==> src/rtl/cmd_frame_assembler.sv <==
// Receive-side command framer: opcode + NUM_OPERANDS operand words -> one registered frame.
// Optional trailing XOR checksum word is enabled by defining CMD_FRAME_CHECKSUM_EN.
module cmd_frame_assembler #(
    parameter int DATA_W       = 8,
    parameter int NUM_OPERANDS = 2,
    parameter int TIMEOUT_CYC  = 100000
) (
    input  logic                           clock,
    input  logic                           reset,
    input  logic                           rx_data_ready,
    input  logic [DATA_W-1:0]              rx_data,
    output logic                           frame_valid,
    input  logic                           frame_ready,
    output logic [DATA_W-1:0]              frame_op,
    output logic [NUM_OPERANDS*DATA_W-1:0] frame_operands,
    output logic                           busy,
    output logic                           overrun,
    output logic                           timeout_err,
    output logic                           chk_err
);
    localparam int IDX_W = (NUM_OPERANDS > 1) ? $clog2(NUM_OPERANDS) : 1;
    localparam int CNT_W = (TIMEOUT_CYC > 0) ? $clog2(TIMEOUT_CYC + 1) : 1;
    localparam logic [IDX_W-1:0] LAST_IDX  = IDX_W'(NUM_OPERANDS - 1);
    localparam logic [CNT_W-1:0] CNT_LIMIT = CNT_W'(TIMEOUT_CYC);

`ifdef CMD_FRAME_CHECKSUM_EN
    typedef enum logic [1:0] {IDLE, OPND, CHK} state_t;
`else
    typedef enum logic [0:0] {IDLE, OPND} state_t;
`endif

    state_t                                 state_q, state_d;
    logic [IDX_W-1:0]                       idx_q, idx_d;
    logic [CNT_W-1:0]                       cnt_q, cnt_d, cnt_inc;
    logic [DATA_W-1:0]                      op_sh_q, op_sh_d;
    logic [NUM_OPERANDS-1:0][DATA_W-1:0]    opnd_sh_q, opnd_sh_d;
    logic                                   frame_valid_q, frame_valid_d;
    logic [DATA_W-1:0]                      frame_op_q, frame_op_d;
    logic [NUM_OPERANDS-1:0][DATA_W-1:0]    frame_opnd_q, frame_opnd_d;
    logic                                   overrun_q, overrun_d;
    logic                                   timeout_err_q, timeout_err_d;
    logic                                   complete;
`ifdef CMD_FRAME_CHECKSUM_EN
    logic [DATA_W-1:0]                      chk_sum_q, chk_sum_d;
    logic                                   chk_err_q, chk_err_d;
`endif

    always_comb begin
        state_d       = state_q;
        idx_d         = idx_q;
        cnt_d         = cnt_q;
        cnt_inc       = cnt_q + 1'b1;
        op_sh_d       = op_sh_q;
        opnd_sh_d     = opnd_sh_q;
        frame_valid_d = frame_valid_q;
        frame_op_d    = frame_op_q;
        frame_opnd_d  = frame_opnd_q;
        overrun_d     = 1'b0;
        timeout_err_d = 1'b0;
        complete      = 1'b0;
`ifdef CMD_FRAME_CHECKSUM_EN
        chk_sum_d     = chk_sum_q;
        chk_err_d     = 1'b0;
`endif
        case (state_q)
            IDLE: begin
                cnt_d = '0;
                if (rx_data_ready) begin
                    op_sh_d = rx_data;
                    idx_d   = '0;
                    state_d = OPND;
`ifdef CMD_FRAME_CHECKSUM_EN
                    chk_sum_d = rx_data;
`endif
                end
            end
            OPND: begin
                if (rx_data_ready) begin
                    cnt_d            = '0;
                    opnd_sh_d[idx_q] = rx_data;
`ifdef CMD_FRAME_CHECKSUM_EN
                    chk_sum_d = chk_sum_q ^ rx_data;
`endif
                    if (idx_q == LAST_IDX) begin
`ifdef CMD_FRAME_CHECKSUM_EN
                        state_d = CHK;
`else
                        state_d  = IDLE;
                        complete = 1'b1;
`endif
                    end else begin
                        idx_d = idx_q + 1'b1;
                    end
                end
            end
`ifdef CMD_FRAME_CHECKSUM_EN
            CHK: begin
                if (rx_data_ready) begin
                    cnt_d   = '0;
                    state_d = IDLE;
                    if (rx_data == chk_sum_q) complete  = 1'b1;
                    else                      chk_err_d = 1'b1;
                end
            end
`endif
            default: state_d = IDLE;
        endcase

        // Idle mid-frame: a strobe on the expiry cycle is handled above and wins.
        if (TIMEOUT_CYC > 0 && state_q != IDLE && !rx_data_ready) begin
            if (cnt_inc == CNT_LIMIT) begin
                timeout_err_d = 1'b1;
                state_d       = IDLE;
                cnt_d         = '0;
            end else begin
                cnt_d = cnt_inc;
            end
        end

        if (frame_valid_q && frame_ready) frame_valid_d = 1'b0;
        if (complete) begin
            if (!frame_valid_q || frame_ready) begin
                frame_valid_d = 1'b1;
                frame_op_d    = op_sh_q;
                frame_opnd_d  = opnd_sh_d;
            end else begin
                overrun_d = 1'b1;
            end
        end
    end

    always_ff @(posedge clock) begin
        if (reset) begin
            state_q       <= IDLE;
            idx_q         <= '0;
            cnt_q         <= '0;
            op_sh_q       <= '0;
            opnd_sh_q     <= '0;
            frame_valid_q <= 1'b0;
            frame_op_q    <= '0;
            frame_opnd_q  <= '0;
            overrun_q     <= 1'b0;
            timeout_err_q <= 1'b0;
`ifdef CMD_FRAME_CHECKSUM_EN
            chk_sum_q     <= '0;
            chk_err_q     <= 1'b0;
`endif
        end else begin
            state_q       <= state_d;
            idx_q         <= idx_d;
            cnt_q         <= cnt_d;
            op_sh_q       <= op_sh_d;
            opnd_sh_q     <= opnd_sh_d;
            frame_valid_q <= frame_valid_d;
            frame_op_q    <= frame_op_d;
            frame_opnd_q  <= frame_opnd_d;
            overrun_q     <= overrun_d;
            timeout_err_q <= timeout_err_d;
`ifdef CMD_FRAME_CHECKSUM_EN
            chk_sum_q     <= chk_sum_d;
            chk_err_q     <= chk_err_d;
`endif
        end
    end

    assign frame_valid    = frame_valid_q;
    assign frame_op       = frame_op_q;
    assign frame_operands = frame_opnd_q;
    assign busy           = (state_q != IDLE);
    assign overrun        = overrun_q;
    assign timeout_err    = timeout_err_q;
`ifdef CMD_FRAME_CHECKSUM_EN
    assign chk_err        = chk_err_q;
`else
    assign chk_err        = 1'b0;
`endif

endmodule
==> config.mk <==
export PLATFORM = sky130hd
export DESIGN_NAME = cmd_frame_assembler
export DESIGN_NICKNAME = d
export VERILOG_FILES = /design/src/rtl/cmd_frame_assembler.sv
export SDC_FILE = /design/constraint.sdc
export NUM_CORES = 1
export LEC_CHECK = 0
export CAP_MARGIN = 30
export CORE_AREA = 2 2 76 78
export DETAILED_ROUTE_END_ITERATION = 12
export DIE_AREA = 0 0 78 80
export PLACE_DENSITY = 0.73
export SETUP_SLACK_MARGIN = 0.1
export SYNTH_ARGS = -nofsm -noshare
export SYNTH_HDL_FRONTEND = slang
export SYNTH_SLANG_ARGS = --single-unit
==> constraint.sdc <==
create_clock -name clock -period 2.1 [get_ports clock]
set_input_delay 0.21 -clock clock [delete_from_list [all_inputs] [get_ports clock]]
set_output_delay 0.21 -clock clock [all_outputs]
set_load 0.1 [all_outputs]
Yosys cells after proc, flatten, opt, wreduce, memory -nomap -nowiden
Index checks and enable logic that the tools add are counted.
Storage, ports and cells
  bits in registers: 70
  bits in latches: 0
  bits in writable memories: 0
  memory bits (read-only): 0
  bits of input ports: 12
  logic and storage cells: 61
  memories kept: 0
Cells by class
  add/subtract/negate cells: 2
  multiply operators: 0
  div/mod/pow operators: 0
  $lt $le $gt $ge: 2
  equal/unequal tests: 4
  shifts and indexed selects: 0
  mux-type cells: 27
  bitwise gates (word level): 3
  reductions and logical operators: 11
Operators with widths (count)
  2-to-1 mux 17 bit: 3
  case mux 17 bit (2 select lines): 1
  2-to-1 mux 16 bit: 2
  adder 17 x 1 -> 17 bit, second input constant: 1
  == test 17 bit, second input constant: 1
  bitwise mux 16 bit: 1
  2-to-1 mux 1 bit: 16
  demux 8 bit (select 1 bit): 1
  2-to-1 mux 8 bit: 1
  AND reduction 2 bit: 3
  != test 2 bit, second input constant: 2
  case mux 1 bit (2 select lines): 2
  OR reduction 2 bit: 2
  logical AND 1 bit: 3
  != test 3 x 2 -> 1 bit, second input constant: 1
  NOT 1 bit: 3
  zero test 1 bit: 2
  less-than comparator 1 x 2 -> 1 bit, second input constant: 1
  adder 1 bit, second input constant: 1
  greater-or-equal comparator 1 bit, second input constant: 1
  logical OR 1 bit: 1

Longest topological paths before layout
  depth after elaboration: 7
  depth in mapped cells: 8
  depth with buffers taken out: 7

Worst setup path after synthesis
No wires, ideal clock.
  path type: reg2reg
  from: register state_q (netlist: busy)
  to: register frame_opnd_q, in the netlist frame_operands[2]
  library setup time: 0.086 ns
  data arrival time: 2.187 ns
  required time: 2.014 ns
  slack: -0.172 ns
  stages on the path, launching flop included: 8
  path buffers: 3
  clock period less this slack: 2.272 ns
  cell sequence: dfxtp_1 > and3_1 > clkbuf_1 > and2_1 > clkbuf_1 > clkbuf_1 > nor2_1 > a211oi_1
Between the ends
  cells in the longest elaborated chain, start to end: 2
  elaborated cells on any way between the ends: 3
Ends and longest elaborated chain
  start: declaration: line 32  | state_t state_q, state_d;
  start signal: assignment: line 149  | state_q <= state_d;
  2-to-1 mux 1 bit: line 65  | case (state_q)
  AND reduction 2 bit (no source line)
  end signal: assignment: line 156  | frame_opnd_q <= frame_opnd_d;
  end: declaration: line 39  | logic [NUM_OPERANDS-1:0][DATA_W-1:0] frame_opnd_q, frame_opnd_d;
Several ways; a longest one is shown, not always the timed one.
A chain may end at the register's enable or synchronous reset.

Worst setup path in the final report
  from: register cnt_q[7]
  to: register cnt_q[3]
Between the ends
  cells in the longest elaborated chain, start to end: 4
Ends and longest elaborated chain
  start: declaration: line 34  | logic [CNT_W-1:0] cnt_q, cnt_d, cnt_inc;
  start signal: assignment: line 151  | cnt_q <= cnt_d;
  adder 17 x 1 -> 17 bit: line 52  | cnt_inc = cnt_q + 1'b1;
  == test 17 bit: line 111  | if (cnt_inc == CNT_LIMIT) begin
  2-to-1 mux 17 bit: line 111
  2-to-1 mux 17 bit: line 110  | if (TIMEOUT_CYC > 0 && state_q != IDLE && !rx_data_ready) begin
Every way passes these cells.

==> metrics.yaml <==
cts:
  clk_transition_reported_paths_ps: 70
  ctsRootBufferMaster: "sky130_fd_sc_hd__clkbuf_8"
  tritoncts: "done"
  max-clock-path-buffers: 2
  hold_buffers: 0
  ctsHtreeMaxLevel: 3
  clk-insertion-delay-late_ps: 340
  cts_made_buffers: 9
  clock_sink_count: 62
sta:
  final_cycle_share_pct: 95.96
  worstMarginPinSlew_ps: 580.2
  grt_setup_unrepaired: "true"
  layout_min_cycle_time_ps: 2015
  setup_viol: 0
  worst_clock_skew_ps: 10.93
  timing.final.max_slew_violations: 0
  worst_slew_margin_rel_pct: 61.21
  hold_viol_final: 0
  setup_ws_ps: 84.79
  max_clock_freq_mhz: 496.2
route:
  initialDrtViolationCount: 97
  wl_met2_um: 2643
  met1_length_um: 2312
  met3RoutedLength_um: 236
  route.antenna.remaining_nets: 0
  drt_first_pass_iters: 4
  top_layer_used: "met4"
  drt-total-wl_um: 5302
  num_vias: 2014
  avgRoutedWirePerCell_um: 12.96
  post_drt_via_cell_ratio: 4.924
  route.detailed.drc: 0
synth:
  synth-edff-count: 0
  mappedNetlistNets: 288
  synth.yosys.seq_area_share_pct: 50.05
  synthDominantAreaCellType: "sky130_fd_sc_hd__dfxtp_1"
  synth.cell_area_mm2: 0.002480
  yosysTopAreaCellShare_pct: 50.05
  synthesized_area_per_cell_um2: 9.018
  synth_top_cells_by_count: "sky130_fd_sc_hd__dfxtp_1, sky130_fd_sc_hd__nor2_1, sky130_fd_sc_hd__nand2_1, sky130_fd_sc_hd__a21oi_1, sky130_fd_sc_hd__mux2i_1"
  top_count_cell_post_synth: "sky130_fd_sc_hd__dfxtp_1"
  post_synth_num_cell_types: 35
  yosysWarningCount: 0
  syn-instance-count: 275
  ys.flop_type: "sky130_fd_sc_hd__dfxtp_1"
  ranking_of_synthesized_cells_by_area: "sky130_fd_sc_hd__dfxtp_1, sky130_fd_sc_hd__nor2_1, sky130_fd_sc_hd__mux2i_1"
  synth-async-reset-ratio_pct: 0
  ys_ff_latch: 62
placed_design:
  gpl.final_weighted_congestion: 0.8869
  detailedPlace.worstSlack_ps: -48.36
  placed_cells_incl_taps: 389
  hpwlAfterDp_um: 3661
  numPortBuffers: 39
cells_and_area:
  fin_cells: 409
  antennaDiodeCount: 0
  finalNetCount: 345
  flow.area_growth_from_synthesis_pct: 33.35
  drive_above_1_share_pct: 27.60
setup_path:
  timing.critical_path.from_type: "register"
  arrival_ps: 2240
  crit_path_class: "register to register"
  required_ps: 2320
  worst-r2r-cell-count: 8
  critPathCaptureType: "register"
  setup.reg_to_reg.worst_slack_ps: 80
  crit_fanout: 12
floorplan:
  die_area_mm2: 0.006240
  io_pins: 41
  rows: 27
  starting_utilization_of_the_core_area_pct: 45.88
  die_outline_width_um: 78
  core_region_area_mm2: 0.005405
  die_height_um: 80
power:
  leakage_nw: 1.329
  vdd.ir_drop.worst_mv: 0.3671
  power_per_cell_area_mw_per_mm2: 731.1
global_route:
  antenna_found_initial: 0
  grt_first_pass_wirelength_um: 8576
  total_grt_usage_pct: 17.91
  pin_count_of_the_biggest_net_entering_global_routing: 45
  grt_pass1_vias: 1861
  grt-ovfl-total: 0
min_path:
  timing.hold.worst.class: "register to register"
  min_path_cells: 2
outcome:
  result_of_the_run: "finished clean"
run:
  drv_cap: 0
[cell type report]
| type | count | area [um^2] |
|---|---|---|
| flip-flops and latches | 62 | 1264 |
| multi-input cells | 191 | 1190 |
| inverters | 3 | 11.26 |
| clock inverters | 6 | 61.31 |
| fillers | 480 | 2098 |
| repair buffers | 65 | 553.0 |
| clock buffers | 10 | 137.6 |
| well taps | 72 | 90.09 |
[worst max-delay path: stages, from the launching register on]
cell,delay (ps)
sky130_fd_sc_hd__dfxtp_2,370
sky130_fd_sc_hd__nand4_1,220
sky130_fd_sc_hd__buf_4,210
sky130_fd_sc_hd__nor4_4,140
sky130_fd_sc_hd__xor2_1,250
sky130_fd_sc_hd__nand4_2,170
sky130_fd_sc_hd__o31ai_4,330
sky130_fd_sc_hd__buf_12,170
sky130_fd_sc_hd__nor2_1,50
[path summary, 6_finish.rpt]
path,end,start
worst max register to register,cnt_q[3],cnt_q[7]
worst min register to register,frame_op[7],op_sh_q[7]
worst max-delay path,cnt_q[3],cnt_q[7]
worst min-delay path,frame_op[7],op_sh_q[7]
[report_power, final]
| part | switching (mW) | leakage [nW] | internal [mW] |
|---|---|---|---|
| clock network | 0.460 | 0.102 | 0.575 |
| logic | 0.112 | 0.719 | 0.0608 |
| registers | 0.0140 | 0.508 | 1.20 |
[metrics by stage]
stage               total power [mW]  setup TNS (ps)  hold WS (ps)  util [%]  cell area, um^2
floorplan                      1.359               0         346.0         -             2529
global placement               1.411               0         441.0     56.44             3050
detailed placement             1.413          -496.4         443.9     56.44             3050
CTS                            2.445               0         447.5     60.44             3267
global route                   2.505          -367.4         471.2     61.18             3307
finish                         2.418               0         443.8     61.18             3307
[cell usage in the layout, fill, tap and decap left out, types with 2 or more instances in the layout]
master                            count
sky130_fd_sc_hd__dfxtp_1             52
sky130_fd_sc_hd__buf_4               51
sky130_fd_sc_hd__nor2_1              49
sky130_fd_sc_hd__nand2_1             38
sky130_fd_sc_hd__mux2i_1             18
sky130_fd_sc_hd__a21oi_1             18
sky130_fd_sc_hd__xnor2_1             11
sky130_fd_sc_hd__clkdlybuf4s50_1     11
sky130_fd_sc_hd__clkbuf_8            10
sky130_fd_sc_hd__a211oi_1             8
sky130_fd_sc_hd__nand3_1              7
sky130_fd_sc_hd__dfxtp_2              6
sky130_fd_sc_hd__nor3_1               5
sky130_fd_sc_hd__xor2_1               5
sky130_fd_sc_hd__dfxtp_4              4
sky130_fd_sc_hd__inv_1                3
sky130_fd_sc_hd__nand2b_1             3
sky130_fd_sc_hd__clkinv_2             3
sky130_fd_sc_hd__buf_12               3
sky130_fd_sc_hd__nand4_1              2
sky130_fd_sc_hd__nand4_4              2
sky130_fd_sc_hd__o21ai_0              2
sky130_fd_sc_hd__and2_1               2
sky130_fd_sc_hd__and3_2               2
sky130_fd_sc_hd__nor2b_1              2
sky130_fd_sc_hd__nand3b_1             2
[routing by layer]
layer	GRT usage [%]	up-vias
li1	-	1030
met1	21.16	932
met2	28.97	38
met3	4.412	14
met4	11.75	0
met5	0	-
[what timing repair did]
action | in CTS | in global routing
gates resized for setup | 7 | 5
buffers inserted | 1 | 3
pin swaps | 5 | 3
setup endpoints to repair | 13 | 13
[cell families after synthesis]
group | count (synthesis) | share of synthesized area (%)
other cells | 1 | 0.1512
buf+inv | 22 | 4.137
simple gates | 122 | 23.46
compound gates | 33 | 8.779
fa+ha+maj | 1 | 0.5045
flops | 62 | 50.05
mux | 18 | 7.265
xor+xnor | 16 | 5.651
[state kept, by name, indices dropped and copies added, names as in the netlist]
register        count
cnt_q              17
busy                1
idx_q               1
frame_op            8
frame_operands     16
op_sh_q             8
overrun             1
frame_valid         1
timeout_err         1
opnd_sh_q           8
Note: power is estimated with default switching activity, not from simulation.
